===== src/rtl/rr_arbiter_pkg.sv =====
// Shared constants for the round-robin arbiter.
// State encoding and width helpers.
package rr_arbiter_pkg;

    localparam logic [0:0] ST_IDLE  = 1'b0;
    localparam logic [0:0] ST_GRANT = 1'b1;

    function automatic int idx_w(input int n);
        return (n < 2) ? 1 : $clog2(n);
    endfunction

    function automatic int cnt_w(input int m);
        return (m < 1) ? 1 : $clog2(m + 1);
    endfunction

endpackage


===== src/rtl/rr_arbiter_prioritydecoder.sv =====
// Priority decoder: index of the highest-order set bit.
// valid flags that any bit is set.
module prioritydecoder
    import rr_arbiter_pkg::*;
#(
    parameter  int WIDTH = 4,
    localparam int IW    = idx_w(WIDTH)
) (
    input  logic [WIDTH-1:0] req,
    output logic [IW-1:0]    idx,
    output logic             valid
);

    always_comb begin
        idx = '0;
        for (int i = 0; i < WIDTH; i++) begin
            if (req[i]) idx = IW'(i);
        end
    end

    assign valid = |req;

endmodule


===== src/rtl/rr_arbiter.sv =====
// Round-robin arbiter with registered grant and hold watchdog.
// Priority rotates downward past the last winner.
module rr_arbiter
    import rr_arbiter_pkg::*;
#(
    parameter  int N        = 4,
    parameter  int MAX_HOLD = 16,
    localparam int IDXW     = idx_w(N)
) (
    input  logic            clk,
    input  logic            rst,
    input  logic [N-1:0]    req,
    input  logic [N-1:0]    done,
    output logic [N-1:0]    gnt,
    output logic [IDXW-1:0] gnt_idx,
    output logic            gnt_valid,
    output logic            timeout
);

    localparam int HW = cnt_w(MAX_HOLD);
    localparam logic [HW-1:0] HOLD_MAX = {HW{1'b1}};
    localparam logic [HW-1:0] HOLD_LIM = HW'(MAX_HOLD);
    localparam bit WD_EN = (MAX_HOLD != 0);

    logic [0:0]      state;
    logic [IDXW-1:0] last_idx;
    logic [HW-1:0]   hold_cnt;

    logic [N-1:0]    lowmask;
    logic [N-1:0]    masked;
    logic [N-1:0]    cand;
    logic [IDXW-1:0] winner;
    logic            any;

    logic            rel_done;
    logic            rel_drop;
    logic            rel_wd;
    logic            rel;

    // Only requesters strictly below the last winner get first pick.
    assign lowmask = ~({N{1'b1}} << last_idx);
    assign masked  = req & lowmask;
    assign cand    = (|masked) ? masked : req;

    prioritydecoder #(.WIDTH(N)) u_pd (
        .req   (cand),
        .idx   (winner),
        .valid (any)
    );

    assign rel_done = done[gnt_idx];
    assign rel_drop = ~req[gnt_idx];
    assign rel_wd   = WD_EN && (hold_cnt == HOLD_LIM);
    assign rel      = rel_done | rel_drop | rel_wd;

    assign gnt_valid = |gnt;

    always_ff @(posedge clk) begin
        if (rst) begin
            state    <= ST_IDLE;
            gnt      <= '0;
            gnt_idx  <= '0;
            timeout  <= 1'b0;
            last_idx <= '0;
            hold_cnt <= '0;
        end else begin
            case (state)
                ST_IDLE: begin
                    timeout <= 1'b0;
                    if (any) begin
                        gnt      <= N'(1) << winner;
                        gnt_idx  <= winner;
                        last_idx <= winner;
                        hold_cnt <= HW'(1);
                        state    <= ST_GRANT;
                    end
                end
                ST_GRANT: begin
                    if (rel) begin
                        gnt     <= '0;
                        state   <= ST_IDLE;
                        timeout <= rel_wd & ~rel_done & ~rel_drop;
                    end else begin
                        timeout <= 1'b0;
                        if (hold_cnt != HOLD_MAX)
                            hold_cnt <= hold_cnt + 1'b1;
                    end
                end
                default: begin
                    state   <= ST_IDLE;
                    gnt     <= '0;
                    timeout <= 1'b0;
                end
            endcase
        end
    end

endmodule


===== config.mk =====
export PLATFORM = sky130hd
export DESIGN_NAME = rr_arbiter
export DESIGN_NICKNAME = d
export VERILOG_FILES = /design/src/rtl/rr_arbiter_pkg.sv /design/src/rtl/rr_arbiter_prioritydecoder.sv /design/src/rtl/rr_arbiter.sv
export SDC_FILE = /design/constraint.sdc
export NUM_CORES = 1
export LEC_CHECK = 0
export CORE_MARGIN = 2
export CORE_UTILIZATION = 43
export DETAILED_ROUTE_END_ITERATION = 6
export HOLD_SLACK_MARGIN = 0.06
export PLACE_DENSITY = 0.84
export SLEW_MARGIN = 20
export SYNTH_ARGS = -nofsm -noshare
export SYNTH_HDL_FRONTEND = slang
export SYNTH_SLANG_ARGS = --single-unit

===== constraint.sdc =====
create_clock -name clk -period 1.7 [get_ports clk]
set_clock_uncertainty 0.05 [all_clocks]
set_input_delay 0.255 -clock clk [delete_from_list [all_inputs] [get_ports clk]]
set_output_delay 0.255 -clock clk [all_outputs]
set_load 0.01 [all_outputs]

Word level (Yosys, flattened, before mapping):

Cells that the tools add are included.

* add/subtract/negate cells: 1
* multipliers: 0
* div/mod/pow operators: 0
* order comparisons: 1
* equality and inequality tests: 6
* shift operators: 2
* mux-type cells: 20
* bitwise gates (word level): 9
* reductions and logical operators: 6

Operators by type and width (number)
* 5-bit 2-to-1 mux: 3
* 4-bit 2-to-1 mux: 3
* 4-bit OR reduction: 3
* 5-bit case mux with 2 select lines: 1
* 4-bit case mux with 2 select lines: 1
* 1-bit 2-to-1 mux: 6
* 5-bit by 1-bit adder with 5-bit output, second input constant: 1
* 5-bit equality test, second input constant: 1
* 5-bit inequality test, second input constant: 1
* 4-bit bitwise AND: 1
* 1-bit binary-select mux with 2-bit select: 2
* 2-bit 2-to-1 mux: 2
* 2-bit by 1-bit inequality test with 1-bit output, second input constant: 2
* 2-bit inequality test, second input constant: 2
* 4-bit NOT: 1
* 1-bit case mux with 2 select lines: 2
* 2-bit AND reduction: 2
* 1-bit by 2-bit << shifter with 4-bit output, first input constant: 1
* 4-bit by 2-bit << shifter with 4-bit output, first input constant: 1
* 2-bit by 3-bit less-than comparator with 1-bit output, second input constant: 1
* 1-bit NOT: 3
* 3-bit AND reduction: 1
* 1-bit bitwise AND: 2
* 1-bit bitwise OR: 2

* register bits: 13
* bits in latches: 0
* bits in writable memories: 0
* ROM bits: 0
* input port bits: 10
* memories kept: 0

Depth between registers and ports, before layout:

* depth after elaboration: 11
* depth in mapped cells: 6
* mapped depth without buffers: 6

By module:

From an unflattened synthesis, not the netlist that was laid out.

* cells, all modules: 99
* area, all modules: 834.6 um2

By module, submodules not included
* rr_arbiter: instances 1, cells each 95, area an instance 810.8 um2, sequential area each 260.2 um2
* prioritydecoder: instances 1, cells each 4, area an instance 23.8 um2, sequential area each 0.0 um2

Least setup slack after synthesis:

Ideal clock, no wire load.

* path type: register -> register
* start point: register hold_cnt[0]
* end point: register hold_cnt[3]
* library setup time: 121 ps
* data arrival time: 1587 ps
* data required time: 1529 ps
* setup slack: -57 ps
* stages on the path, launching flop included: 7
* buffers on the path: 0
* clock period less this slack: 1757 ps
* cell sequence: dfxtp_1 > ha_1 > and3_1 > ha_1 > a31oi_1 > nand4_1 > mux2_2

* cells in the longest elaborated chain, start to end: 4

RTL lines
* from (decl): RTL line rr_arbiter.sv:27 `logic [HW-1:0] hold_cnt;`
* from (signal assigned): RTL line rr_arbiter.sv:86 `hold_cnt <= hold_cnt + 1'b1;`
* 5-bit by 1-bit adder with 5-bit output or 5-bit equality test (tied branches): RTL line rr_arbiter.sv:86, rr_arbiter.sv:53
* 5-bit 2-to-1 mux or 1-bit bitwise OR (tied branches): RTL line rr_arbiter.sv:85, rr_arbiter.sv:54
* 5-bit 2-to-1 mux or 2-bit inequality test (tied branches)
* 5-bit case mux with 2 select lines or 3-bit AND reduction (tied branches)

Parallel ways exist; a longest one is shown, timed or not. The select of a mux whose other input is x is not followed.
A chain may end at the register's enable or synchronous reset.

Worst setup path in the final report:

* start point: register hold_cnt[1]
* end point: register hold_cnt[2]

Same word-level chain as after synthesis.

==> impl_metrics.toml <==
[synthesis]
netlist_area_um2 = 771
synth-edff-count = 0
ys_ff_latch = 13
synthFlopType = "dfxtp_1"
ys_seq_area_frac = 0.338
async_reset_ff_frac = 0
netlist-cell-type-count = 35
syn-instance-count = 87
yosysWarningCount = 0
syn_nets = 100
postSynthAreaPerCell_um2 = 8.86

[clock_tree]
cts_tree = "yes"
cts_buffers = 3
cts_sinks = 13
insertion_delay_ns = 0.28
path_clk_slew_ns = 0.08
cts_buffer_depth = 2
cts-root-buf = "clkbuf_4"
postCtsHoldBufs = 0
htree_levels = 1

[drt]
viasPerCell = 5.70
drc = 0
wl_per_cell_um = 15.0
drt_pre_antenna_iters = 4
via_count = 866
routed_wl_um = 2280
ant_nets = 0
detail_route.iter0.violations = 28

[power]
ir_drop_mv = 0.409
total_leakage_power_nw = 0.517
finalPower_uw = 799
p_per_area_nw_per_um2 = 635

[timing]
setup_viol = 0
period_share = 0.981
grt_setup_unrepaired = "yes"
fmax_ghz = 0.600
slew_violations = 0
final-hold-violation-count = 0
worstMarginPinSlew_ns = 0.602
fin_crit_ns = 1.67
max_slew_margin = 0.598
setup_tns_ns = 0

[critical_path]
cp.required_ns = 1.83
startpoint_type = "register"
critPathKind = "reg -> reg"
r2r_cells = 6
crit_fanout = 4
cp.arrival_ns = 1.79
end_kind = "register"

[cells_and_area]
fin_nets = 141
drive_above_1_share = 0.378
area_growth_pct = 63.1
stdcell_count = 152
final.fill_count = 116
insertedDiodeCount = 0

[floorplan]
start_util = 0.451
dieHeight_um = 46.3
coreArea_um2 = 1710
die-width_um = 46.3
die_area_um2 = 2150
ios = 18
rows = 15

[placement]
dp_hpwl_um = 1390
placed_cells = 143
portBuffers = 17
routabilityCongestion = 0.879

[grt]
grt.total_usage = 0.244
grt_start_max_net_pins = 18
grt-ovfl-total = 0
antenna_found_initial = 0
grt_pass1_vias = 755
grt_pass1_wl_um = 3530

[hold_path]
min_path_cells = 2
hp-class = "reg -> reg"

[outcome]
status = "finished clean"

[job]
cap_violations = 0
## cell families after synthesis
logic type	share of synthesized area
AND/OR/NAND/NOR	0.328
AO/OA/AOI/OAI	0.198
flip-flops	0.338
buffers and inverters	0.0292
multiplexers	0.0584
adder cells (fa/ha/maj)	0.0487
## sequential cells by signal (all words and copies together), names as in the netlist
name	cells
gnt	4
hold_cnt	5
state	1
timeout	1
last_idx	2
## worst paths after layout
| kind | startpoint | slack [ns] | end |
|---|---|---|---|
| hold reg to reg | gnt[2] | 0.44 | gnt[2] |
| hold / removal | gnt[2] | 0.44 | gnt[2] |
| setup reg to reg | hold_cnt[1] | 0.03 | hold_cnt[2] |
| setup / recovery | hold_cnt[1] | 0.03 | hold_cnt[2] |
## placed cells by master, fill, tap and decap left out, types with 3 or more instances in the layout
master | netlist | final
buf_4 | 0 | 21
dfxtp_1 | 13 | 10
clkdlybuf4s50_1 | 0 | 10
nor2_1 | 6 | 6
nand2b_1 | 5 | 5
o21ai_0 | 5 | 5
a21oi_1 | 4 | 4
nand4_1 | 4 | 4
dlygate4sd2_1 | 0 | 4
nor2b_2 | 0 | 3
nand2_1 | 3 | 3
clkbuf_4 | 0 | 3
dfxtp_2 | 0 | 3
## synth_stat cells, types with 2 or more instances
cell type  number  area (um2)
a21oi_1         4        20.0
a311oi_1        2        17.5
a31oi_1         2        12.5
and3_1          3        18.8
clkbuf_1        2        7.51
dfxtp_1        13         260
ha_1            3        37.5
inv_1           2        7.51
mux2_2          2        22.5
nand2_1         3        11.3
nand2b_1        5        31.3
nand3_1         2        10.0
nand3b_1        2        15.0
nand4_1         4        25.0
nor2_1          6        22.5
nor2b_1         6        37.5
nor3_1          2        10.0
nor3b_1         2        15.0
o21ai_0         5        25.0
or4_1           2        15.0
## layer usage
metal	vias to the layer above	GRT usage	wire length, um
met2	31	0.361	1030
met5	-	0	0
met1	403	0.317	1070
met3	13	0.0667	95
li1	419	-	-
met4	0	0.131	85
## area by class of cell
cell class,instances,area [um2],area share
clock buffer,4,26.3,0.0209
inverter,3,11.3,0.00896
multi-input combinational,69,602,0.479
sequential,13,264,0.210
tap,25,31.3,0.0249
timing repair buffer,38,323,0.257
## repair_timing
action                                  CTS  global route
gates resized for setup                  21             7
pin swaps                                 2             3
cloned                                    1             0
setup buffers                             1             3
endpoints found under the setup margin   11             9
## worst max-delay path: stages, from the launching register on
cell,delay [ns]
dfxtp_2,0.34
ha_4,0.16
and3_4,0.18
ha_4,0.15
a31oi_4,0.19
nand4_1,0.15
mux2_4,0.34
## metrics by stage
stage	hold slack, ns	util	worst slack [ns]	cell area, um2
floorplan	0.392	-	0.0150	777
global placement	0.424	0.641	-0.337	1090
detailed placement	0.433	0.641	-0.360	1090
CTS	0.445	0.707	0.00285	1210
global route	0.486	0.736	-0.0217	1260
finish	0.443	0.736	0.0330	1260
## where the power goes
group / switching, mW / internal, mW
combinational: 0.114 / 0.140
sequential: 0.0278 / 0.324
clock: 0.102 / 0.0913
(Power assumes the default switching activity.)
